--- src/rtl/jpeg_rle_encoder.sv ---
// JPEG AC/DC run-length symbol encoder.
// Turns zig-zag coefficients into (run, size, amp) symbols with ZRL and EOB.
module jpeg_rle_encoder #(
    parameter int COEF_W    = 12,
    parameter int BLOCK_LEN = 64
) (
    input  logic              clk,
    input  logic              rst_n,
    input  logic              in_valid,
    output logic              in_ready,
    input  logic [COEF_W-1:0] in_coef,
    output logic              out_valid,
    input  logic              out_ready,
    output logic [3:0]        out_run,
    output logic [3:0]        out_size,
    output logic [COEF_W-1:0] out_amp,
    output logic              out_dc,
    output logic              out_eob,
    output logic              out_zrl
);

    localparam int IW = $clog2(BLOCK_LEN);
    localparam logic [IW-1:0] LAST = IW'(BLOCK_LEN - 1);

    typedef enum logic {RUN, ZRL} state_t;

    typedef struct packed {
        logic [3:0]        run;
        logic [3:0]        size;
        logic [COEF_W-1:0] amp;
        logic              dc;
        logic              eob;
        logic              zrl;
    } sym_t;

    state_t          state_q, state_d;
    logic [IW-1:0]   idx_q, idx_d;
    logic [5:0]      run_q, run_d;
    logic [1:0]      zrl_q, zrl_d;
    sym_t            held_q, held_d;
    sym_t            out_q, out_d;
    logic            ov_q, ov_d;

    logic [COEF_W:0] mag;
    logic [COEF_W:0] vm1;
    logic [3:0]      c_size;
    logic [COEF_W-1:0] c_amp;
    logic            accept;
    logic            drain;

    assign in_ready = rst_n && (state_q == RUN) && (!ov_q || out_ready);
    assign accept   = in_valid && in_ready;
    assign drain    = ov_q && out_ready;

    assign out_valid = ov_q;
    assign out_run   = out_q.run;
    assign out_size  = out_q.size;
    assign out_amp   = out_q.amp;
    assign out_dc    = out_q.dc;
    assign out_eob   = out_q.eob;
    assign out_zrl   = out_q.zrl;

    // Negative amplitudes use the one's-complement form: low size bits of v-1.
    always_comb begin
        mag = in_coef[COEF_W-1] ? -{in_coef[COEF_W-1], in_coef}
                                : {1'b0, in_coef};
        vm1 = {in_coef[COEF_W-1], in_coef} - {{COEF_W{1'b0}}, 1'b1};
        c_size = '0;
        for (int i = 0; i <= COEF_W; i++) begin
            if (mag[i]) c_size = 4'(i + 1);
        end
        c_amp = '0;
        for (int i = 0; i < COEF_W; i++) begin
            c_amp[i] = in_coef[COEF_W-1] ? ((i < int'(c_size)) && vm1[i])
                                         : in_coef[i];
        end
    end

    always_comb begin
        state_d = state_q;
        idx_d   = idx_q;
        run_d   = run_q;
        zrl_d   = zrl_q;
        held_d  = held_q;
        out_d   = out_q;
        ov_d    = ov_q;
        if (drain) begin
            ov_d  = 1'b0;
            out_d = '0;
        end
        if (state_q == ZRL) begin
            if (drain) begin
                ov_d = 1'b1;
                if (zrl_q != 2'd0) begin
                    out_d     = '0;
                    out_d.run = 4'd15;
                    out_d.zrl = 1'b1;
                    zrl_d     = zrl_q - 2'd1;
                end else begin
                    out_d   = held_q;
                    state_d = RUN;
                end
            end
        end else if (accept) begin
            idx_d = (idx_q == LAST) ? '0 : idx_q + IW'(1);
            run_d = '0;
            if (idx_q == '0) begin
                ov_d       = 1'b1;
                out_d      = '0;
                out_d.size = c_size;
                out_d.amp  = c_amp;
                out_d.dc   = 1'b1;
            end else if (in_coef == '0) begin
                if (idx_q == LAST) begin
                    ov_d      = 1'b1;
                    out_d     = '0;
                    out_d.eob = 1'b1;
                end else begin
                    run_d = run_q + 6'd1;
                end
            end else if (run_q < 6'd16) begin
                ov_d       = 1'b1;
                out_d      = '0;
                out_d.run  = run_q[3:0];
                out_d.size = c_size;
                out_d.amp  = c_amp;
            end else begin
                ov_d        = 1'b1;
                out_d       = '0;
                out_d.run   = 4'd15;
                out_d.zrl   = 1'b1;
                zrl_d       = run_q[5:4] - 2'd1;
                held_d      = '0;
                held_d.run  = run_q[3:0];
                held_d.size = c_size;
                held_d.amp  = c_amp;
                state_d     = ZRL;
            end
        end
    end

    always_ff @(posedge clk) begin
        if (!rst_n) begin
            state_q <= RUN;
            idx_q   <= '0;
            run_q   <= '0;
            zrl_q   <= '0;
            held_q  <= '0;
            out_q   <= '0;
            ov_q    <= 1'b0;
        end else begin
            state_q <= state_d;
            idx_q   <= idx_d;
            run_q   <= run_d;
            zrl_q   <= zrl_d;
            held_q  <= held_d;
            out_q   <= out_d;
            ov_q    <= ov_d;
        end
    end

endmodule

--- config.mk ---
export PLATFORM = sky130hd
export DESIGN_NAME = jpeg_rle_encoder
export DESIGN_NICKNAME = d
export VERILOG_FILES = /design/src/rtl/jpeg_rle_encoder.sv
export SDC_FILE = /design/constraint.sdc
export NUM_CORES = 1
export LEC_CHECK = 0
export CORE_MARGIN = 2
export CORE_UTILIZATION = 52
export DETAILED_ROUTE_END_ITERATION = 8
export GPL_TIMING_DRIVEN = 0
export PLACE_DENSITY_LB_ADDON = 0.3
export SLEW_MARGIN = 20
export SYNTH_ARGS = -nofsm -noshare
export SYNTH_HDL_FRONTEND = slang
export SYNTH_SLANG_ARGS = --single-unit
--- constraint.sdc ---
create_clock -name clk -period 2.5 [get_ports clk]
set_input_delay 0.25 -clock clk [delete_from_list [all_inputs] [get_ports clk]]
set_output_delay 0.25 -clock clk [all_outputs]
set_load 0.1 [all_outputs]
==> impl_metrics.toml <==
[power]
leakage_nw = 1.76
ir_worst_vdd_mv = 0.430
p_per_area_nw_per_um2 = 459

[clocking]
path_clk_slew_ps = 60
clock_path_buffers = 2
h-tree-depth = 3
cts.sinks = 59
cts_tree = "built"
root_buffer = "clkbuf_8"
cts_hold_buf = 0
cts_buffers = 9
clock_latency_ps = 350

[detailed_routing]
antenna_left = 0
dr.pass1.iters = 8
drc = 0
topRoutingLayerUsed = "met4"
routed_wl_mm = 12.4
met2WireLength_mm = 5.44
vias = 4359
wl_met3_mm = 1.21
wl_per_cell_um = 18.1
dr.first_iter.drc_count = 522
vias_per_cell = 6.34
wl_met1_mm = 5.55

[grt]
first_global_vias = 3845
grt_overflow_total = 0
grt_start_max_net_pins = 11
grtUsageTotal_pct = 31.9
antenna_found_initial = 0
grt_first_pass_wirelength_mm = 19.5

[synthesis]
yosys.area.top_type = "dfxtp_1"
ys_types = 68
synth_common_cells = "nor2_1, dfxtp_1, a21oi_1, nand2_1, o21ai_0"
synth_edf_count = 0
ys_seq_elements = 59
yosys_warnings = 0
yosysMostFrequentCell = "nor2_1"
yosysTopAreaCellShare_pct = 31.1
yosys-top-cells-area = "dfxtp_1, a21oi_1, nor2_1"
ys_seq_area_share_pct = 31.1
synth_area_per_cell_um2 = 7.36
ys_async_sr_fraction_pct = 0
netlist_area_um2 = 3800
syn_nets = 539
synth_flop_cell = "dfxtp_1"
synth_cells = 516

[final_layout]
areaGrowthSynthToFinish_pct = 29.9
antenna_cells = 0
drive_gt1_share_pct = 18.5
nNetsFinal = 607
fill_cells = 591

[critical_path]
cp_slowest_cell = "o32ai_4"
cp.arrival_ps = 2640
crit_chain = "dlygate4sd2_1 -> inv_1 -> clkbuf_2 -> a221oi_2 -> nor3_1 -> o32ai_4 -> a221oi_4 -> buf_4 -> a22o_1 -> a222oi_1 -> nor2_1"
path_delay_family = "compound AO/OA/AOI/OAI gates"
max_stage_delay_ps = 410
critical_path_class = "input pin to flop"
critPathLaunchType = "input pin"
cp_max_fo = 10
critPathBufInv = 4
endpoint_kind = "flop"
crit_required_ps = 2720

[timing]
max-slew-margin-rel_pct = 33.5
drv_slew = 0
skew_ps = 7.04
fmax_ghz = 0.413
post-route-min-period_ps = 2420
setup_viol = 0
hold_ws_ps = 265
hold_violations = 0
final.setup.worst_slack_ps = 80.7
tightest_slew_ps = 995
finalCritPeriodShare_pct = 96.8

[place]
gp_congestion = 0.946
pre_cts_ws_ps = -1270
port_buffers = 36
hpwl_mm = 8.66

[die]
initial_core_util_pct = 52.9
core_area_um2 = 7180
dieHeight_um = 89.5
ioPinCount = 41
die_area_um2 = 8000
die_width_um = 89.5
fp-row-count = 31

[job]
max-cap-violations = 0

[worst_hold_path]
hp-class = "input pin to flop"

[run_status]
status = "finished, final reports clean"
-- area by class of cell --
class,instances,area [um2],area share [%]
clock inverters,3,15.0,0.304
inverters,16,65.1,1.32
plain buffers,38,224,4.54
well taps,99,124,2.51
clock buffers,12,145,2.94
flip-flops and latches,59,1180,24.0
multi-input cells,401,2650,53.7
repair buffers,59,524,10.6
-- power breakdown --
| group | switching [mW] | internal (mW) | total [mW] |
|---|---|---|---|
| clock network | 0.371 | 0.376 | 0.747 |
| logic | 0.359 | 0.188 | 0.547 |
| registers | 0.0142 | 0.956 | 0.970 |
| total | 0.744 | 1.52 | 2.26 |
-- final timing paths --
check / from / to / slack, ps / depth (start not counted)
hold reg to reg: held_q[21] / held_q[21] / 460 / 2
hold / removal: rst_n / flop / 270 / 3
setup / recovery: in_coef[11] / flop / 80 / 11
setup reg to reg: idx_q[2] / flop / 220 / 8
-- cells by family after synthesis --
logic type / share of synthesized area (%)
buffers and inverters: 5.90
muxes: 1.05
DFF: 31.1
and+or+nand+nor: 29.3
AOI/OAI and AO/OA: 28.3
xor gates and xnor gates: 2.08
adders and majority gates: 2.31
-- cell usage in the layout, fill, tap and decap left out, types with 5 or more instances in the layout --
cell type / n
a21oi_1: 50
a222oi_1: 5
a22oi_1: 5
a31oi_1: 6
and2_1: 6
and3_1: 9
buf_4: 27
clkbuf_1: 16
clkbuf_2: 8
clkbuf_8: 12
clkdlybuf4s50_1: 28
dfxtp_1: 58
ha_1: 5
inv_1: 14
nand2_1: 49
nand3_1: 22
nand4_1: 5
nor2_1: 61
nor3_1: 19
nor3_4: 6
o21ai_0: 28
o21ai_1: 6
xor2_1: 5
-- through the flow --
step	cell area (um2)	TNS, ps	util (%)	std cells	total power [mW]
floorplan	3860	-1160	-	516	1.32
global placement	4350	-41160	60.6	651	1.45
detailed placement	4350	-40950	60.6	651	1.45
CTS	4760	0	66.3	675	2.22
global route	4930	-34.5	68.7	687	2.34
finish	4930	0	68.7	687	2.26
-- repair_timing --
action	in CTS	in global routing
setup endpoints to repair	53	26
gates resized for setup	53	49
hold endpoints to repair	0	0
pin swaps	10	15
buffers inserted	10	13
-- per-layer routing --
metal / vias up / GRT usage [%]
met3: 28 / 7.48
met5: - / 0
met1: 2076 / 47.3
met4: 0 / 9.36
met2: 232 / 45.7
li1: 2023 / -
-- worst reg2reg max path: stages (launching register included) --
cell	delay, ps
dfxtp_1	370
nor4_1	250
and2_0	390
nor2_2	140
and2_1	160
clkbuf_1	200
a22o_1	280
a222oi_1	280
nor2_1	80
(Power assumes the default switching activity.)
